## src/rtl/xy_response_checker_pkg.sv

```systemverilog
// Shared types for the xy_response_checker slice: FSM states and the {x,y} sample type.
package xy_chk_pkg;

    localparam int XY_W = 2;

    typedef enum logic [1:0] {IDLE, CHECK, DONE} state_t;

    typedef struct packed {
        logic x;
        logic y;
    } xy_t;

endpackage

```

## src/rtl/xy_response_checker_exp_mem.sv

```systemverilog
// Expected-vector table: sync write, async read. Mask array only exists with XY_MASK_EN defined.
module xy_exp_mem
    import xy_chk_pkg::*;
#(
    parameter  int DEPTH = 16,
    localparam int AW    = $clog2(DEPTH)
) (
    input  logic          clk,
    input  logic          i_we,
    input  logic [AW-1:0] i_waddr,
    input  xy_t           i_wdata,
    input  xy_t           i_wmask,
    input  logic [AW-1:0] i_raddr,
    output xy_t           o_rdata,
    output xy_t           o_rmask
);

    xy_t r_mem [DEPTH];

    always_ff @(posedge clk) begin
        if (i_we) r_mem[i_waddr] <= i_wdata;
    end

    assign o_rdata = r_mem[i_raddr];

`ifdef XY_MASK_EN
    xy_t r_mask [DEPTH];

    always_ff @(posedge clk) begin
        if (i_we) r_mask[i_waddr] <= i_wmask;
    end

    assign o_rmask = r_mask[i_raddr];
`else
    logic w_unused_mask;

    assign w_unused_mask = ^i_wmask;
    assign o_rmask       = '0;
`endif

endmodule

```

## config.mk

```make
export PLATFORM = sky130hd
export DESIGN_NAME = xy_exp_mem
export DESIGN_NICKNAME = d
export VERILOG_FILES = /design/src/rtl/xy_response_checker_pkg.sv /design/src/rtl/xy_response_checker_exp_mem.sv
export SDC_FILE = /design/constraint.sdc
export NUM_CORES = 1
export LEC_CHECK = 0
export BUFFER_PORTS_ARGS = -buffer_cell sky130_fd_sc_hd__buf_2
export CORE_UTILIZATION = 25
export DETAILED_ROUTE_END_ITERATION = 10
export PLACE_DENSITY = 0.52
export SLEW_MARGIN = 20
export SYNTH_ARGS = -nofsm -noshare
export SYNTH_HDL_FRONTEND = slang
export SYNTH_SLANG_ARGS = --single-unit
```

## constraint.sdc

```tcl
create_clock -name clk -period 1.5 [get_ports clk]
set_clock_uncertainty 0.2 [all_clocks]
set_input_delay 0.3 -clock clk [delete_from_list [all_inputs] [get_ports clk]]
set_output_delay 0.3 -clock clk [all_outputs]
set_load 0.05 [all_outputs]
```

==> results.yml, run 1 <==
run_status:
  status: "complete, but fails checks"
  violations: "setup timing"
floorplanning:
  die_w_um: 75.7
  die_h_um: 75.7
  start_util_pct: 26.3
  rows: 26
  pin_count: 18
  die-area_um2: 5730
  coreArea_um2: 5170
placement:
  dp_slack_ns: -0.660
  place_congestion: 0.701
  dpl.hpwl_um: 1820
  port-buffer-count: 13
  place_area_um2: 1580
setup_path:
  crit_family: "multiplexers"
  crit_buf_inv: 1
  arrival_ns: 1.60
  path_cells: "mux4_2 -> a22oi_2 -> nand3_4 -> buf_6"
  cp.required_ns: 1.00
  crit_path_end_kind: "output port"
  critPathMaxFanout: 1
  slowest_stage: "mux4_2"
  critPathKind: "flip-flop to output port"
  max_stage_delay_ns: 0.47
  critPathLaunchType: "flip-flop"
synthesis:
  seq_area_frac_synth_pct: 70.7
  synth_area_leaders: "edfxtp_1, mux4_1, mux4_2"
  syn_inst: 79
  synth-main-ff-cell: "edfxtp_1"
  yosysUniqueCellTypes: 16
  yosysMostFrequentCell: "edfxtp_1"
  avgSynthCellArea_um2: 17.2
  synth_seq_cells: 32
  synthTopCellsByCount: "edfxtp_1, nor2_1, nand3_1"
  yosysTopAreaCell: "edfxtp_1"
  synth_top_cell_area_share_pct: 70.7
  synth_edf_count: 32
  netlist_area_um2: 1360
  async_flop_share_pct: 0
  yosysWarnings: 0
clocking:
  cts_setup_buffers: 0
  clk_pin_slew_worst_paths_ns: 0.06
  cts_buffers: 5
  cts_sinks: 32
  cts_tree: "built"
  h-tree-depth: 2
  cts-root-buf: "clkbuf_8"
  cts_buffer_depth: 2
layout:
  area_growth_pct: 22.5
  post-route-cell-area_um2: 1660
  fin_nets: 116
  diodes: 0
  regMostFlops: "r_mem"
  final_core_util_pct: 32.2
  layout-drive-gt1-share_pct: 34.0
  largest_reg_flops: 32
  top_regs: "r_mem x32"
timing:
  fin_crit_sh_pct: 140
  holdWs_ns: 0.221
  hold_violations: 0
  setup_tns_ns: -1.17
  fmax_mhz: 477
  period_needed_ns: 2.10
  setup_violations: 2
  rsz0062_at_grt: "yes"
  setup_slack_ns: -0.597
  drv_slew: 0
routing:
  drtIter0Drc: 61
  drc: 0
  vias: 725
  first_pass_iters: 4
  wl_um: 2410
  wl_per_cell_um: 14.2
  viasPerCell: 4.26
  ant_nets: 0
pwr:
  p_per_area_nw_per_um2: 1050
  p_leak_uw: 0.000555
  vdd.ir_drop.worst_uv: 283
global_routing:
  grt_first_pass_wirelength_um: 3720
  grt_max_degree: 17
  track_usage_pct: 9.79
  grt_pass1_vias: 765
  antenna_found_initial: 0
  grt_overflow_total: 0
run:
  cap_violations: 0
min_path:
  hold_class: "primary input to flip-flop"
stage by stage:
step / total power [uW] / instances
final: 1750 / 170
after global routing: 1800 / 170
after CTS: 1760 / 170
after detailed placement: 1210 / 165
after global placement: 1200 / 165
after floorplan: 1140 / 80
power breakdown:
group	switching (uW)	leakage, uW	internal [uW]	total, uW
sequential	3.84	0.000289	1000	1010
combinational	111	0.000230	76.0	187
clock	261	0.0000359	298	559
per-layer routing:
layer	up-vias	global-route usage (%)	wire length (um)	part of all wire, %
met5	-	0	0	0
met4	0	5.56	42	1.7
met3	5	3.17	151	6.3
met2	26	14.3	1050	43
met1	343	12.8	1170	48
li1	351	-	-	-
layout by cell type, fill, tap and decap left out, types with 3 or more instances in the layout:
cell and count:
nand2_1 3, mux4_1 4, mux4_2 4, nor2_1 13, clkbuf_8 5, nor3_1 3
nand3_1 3, buf_4 5, edfxtp_1 32, buf_2 11
cells by family (layout without fill, tap and decap cells):
group / after synthesis / after routing / synth area share (%)
compound gates: 2 / 2 / 1.10
buf+inv: 4 / 24 / 2.21
flops: 32 / 32 / 70.7
mux: 8 / 8 / 14.4
other cells: 1 / 2 / 0.276
simple gates: 32 / 32 / 11.3
final timing paths:
kind	depth (start not counted)	end	from	slack (ns)
setup / recovery	4	o_rdata[0]	r_mem[0][0]$_DFFE_PP_	-0.60
hold / removal	1	r_mem[7][1]$_DFFE_PP_	i_wdata[1]	0.22
final cells by class:
type | instances | area [um2]
multi-input combinational | 44 | 412
timing repair buffer | 19 | 135
tap | 70 | 87.6
sequential | 32 | 961
fill | 503 | 3510
clock buffer | 5 | 68.8
repair_timing:
action / CTS / global route
resized for setup: 4 / 0
pin swaps: 1 / 0
cloned: 0 / 0
hold buffers: 0 / 0
endpoints found under the setup margin: 2 / 2
endpoints found under the hold margin: 0 / 0
Power figures use the tool's default switching activity.
==> run 2, diff against run 1 <==
--- a/config.mk
+++ b/config.mk
@@ -6,6 +6,7 @@
 export NUM_CORES = 1
 export LEC_CHECK = 0
 export BUFFER_PORTS_ARGS = -buffer_cell sky130_fd_sc_hd__buf_2
+export CORE_MARGIN = 2
 export CORE_UTILIZATION = 25
 export DETAILED_ROUTE_END_ITERATION = 10
 export PLACE_DENSITY = 0.52
==> run 2 against run 1 <==
- the flow still finishes with violations (setup timing)
- fmax down 0.12%
- count of clock-buffer cells in the layout up 2
- final area up 1.3%
- clock power up 5.7%
- sequential cell count unchanged
- via count up 4.6%
- wire length up 7.3%
- critical endpoint unchanged
==> results.yml, run 2 (synthesized netlist as in run 1, its figures left out) <==
layout:
  final_core_util_pct: 32.6
  fin_nets: 119
  top_regs: "r_mem x32"
  area_growth_pct: 24.0
  mostFrequentLayoutCell: "edfxtp_1"
  layout-drive-gt1-share_pct: 34.9
  most-common-layout-cells: "edfxtp_1, nor2_1, buf_2, buf_4, clkbuf_8"
  regMostFlops: "r_mem"
  diodes: 0
  post-route-cell-area_um2: 1690
  largest_reg_flops: 32
clocking:
  cts_sinks: 32
  clk_pin_slew_worst_paths_ns: 0.06
  cts-root-buf: "clkbuf_8"
  cts_buffers: 5
  cts_buffer_depth: 2
  cts_tree: "built"
  h-tree-depth: 2
  holdBufCountCts: 0
  cts_setup_buffers: 0
placement:
  place_area_um2: 1590
  place_congestion: 0.679
  port-buffer-count: 13
  dpl.hpwl_um: 1940
global_routing:
  grt_first_pass_wirelength_um: 4180
  track_usage_pct: 9.57
  antenna_found_initial: 0
  grt_overflow_total: 0
  grt_pass1_vias: 858
  grt_max_degree: 17
timing:
  rsz0062_at_grt: "yes"
  drv_slew: 0
  hold_violations: 0
  fin_crit_sh_pct: 140
  setup_violations: 2
  period_needed_ns: 2.10
  fmax_mhz: 476
  setup_slack_ns: -0.599
routing:
  first_pass_iters: 4
  viasPerCell: 4.31
  drc: 0
  drtIter0Drc: 66
  ant_nets: 0
  wl_per_cell_um: 14.7
  vias: 758
  wl_um: 2590
setup_path:
  path_cells: "mux4_2 -> a22oi_2 -> nand3_4 -> buf_6"
  max_stage_delay_ns: 0.49
  slowest_stage: "mux4_2"
  critPathLaunchType: "flip-flop"
  cp.required_ns: 1.00
  critPathKind: "flip-flop to output port"
  critPathMaxFanout: 1
  arrival_ns: 1.60
  crit_path_end_kind: "output port"
min_path:
  holdPathStages: 1
  worstHoldStart: "i_wdata[1]"
  hold_class: "primary input to flip-flop"
  holdPathEnd: "r_mem[8][1]$_DFFE_PP_"
floorplanning:
  coreArea_um2: 5170
  start_util_pct: 26.3
  die_h_um: 77.7
  die-area_um2: 6040
  pin_count: 18
  rows: 26
  die_w_um: 77.7
run_status:
  status: "complete, but fails checks"
  violations: "setup timing"
pwr:
  p_leak_uw: 0.000569
  p_per_area_nw_per_um2: 1060
  vdd.ir_drop.worst_uv: 313
run:
  cap_violations: 0
run 2: routing by layer:
layer / up-vias / track usage (%) / share of wire (%)
met5: - / 0 / 0
met4: 0 / 3.75 / 0.39
met3: 4 / 3.14 / 4.4
met2: 19 / 16.5 / 53
met1: 378 / 11.0 / 42
li1: 357 / - / -
run 2: worst max-delay path: cells and delay by family, from the launching register on:
kind	cells	cell delay, ns
AOI/OAI and AO/OA	1	0.22
buffers and inverters	1	0.16
DFF	1	0.38
muxes	1	0.49
and+or+nand+nor	1	0.08
run 2: through the flow:
| step | hold slack [ns] | setup TNS (ns) | total power (uW) | instances | setup WS (ns) |
|---|---|---|---|---|---|
| floorplan | 0.199 | -0.617 | 1140 | 80 | -0.321 |
| global placement | 0.513 | -2.61 | 1200 | 168 | -0.615 |
| detailed placement | 0.512 | -2.98 | 1210 | 168 | -0.653 |
| CTS | 0.218 | -1.22 | 1810 | 176 | -0.634 |
| global route | 0.235 | -1.29 | 1870 | 176 | -0.668 |
| finish | 0.217 | -1.16 | 1790 | 176 | -0.599 |
run 2: what timing repair did:
action,CTS,global route
endpoints found under the setup margin,2,2
pin swaps,1,0
gates resized for setup,4,0
run 2: report_power, final:
group / leakage [uW] / internal [uW] / switching, uW / total (uW)
sequential: 0.000289 / 1000 / 4.09 / 1010
combinational: 0.000240 / 76.4 / 111 / 188
clock: 0.0000399 / 322 / 269 / 591
total: 0.000569 / 1400 / 385 / 1790
run 2: worst max-delay path by stage:
stage	end	depth (start not counted)	startpoint	slack, ns
2_1_floorplan	o_rdata[0]	4	i_raddr[0]	-0.32
3_3_place_gp	o_rdata[0]	5	i_raddr[0]	-0.62
3_5_place_dp	o_rdata[0]	5	i_raddr[0]	-0.65
4_1_cts	o_rdata[0]	4	r_mem[0][0]$_DFFE_PP_	-0.63
5_1_grt	o_rdata[0]	4	r_mem[0][0]$_DFFE_PP_	-0.67
6_report	o_rdata[0]	4	r_mem[0][0]$_DFFE_PP_	-0.60
run 2: area by class of cell:
cell class                      instances  area (um2)
Timing Repair Buffer                   22         145
Clock buffer                            7        76.3
Sequential cell                        32         961
Tap cell                               70        87.6
Fill cell                             513        3490
Clock inverter                          1        3.75
Multi-Input combinational cell         44         412
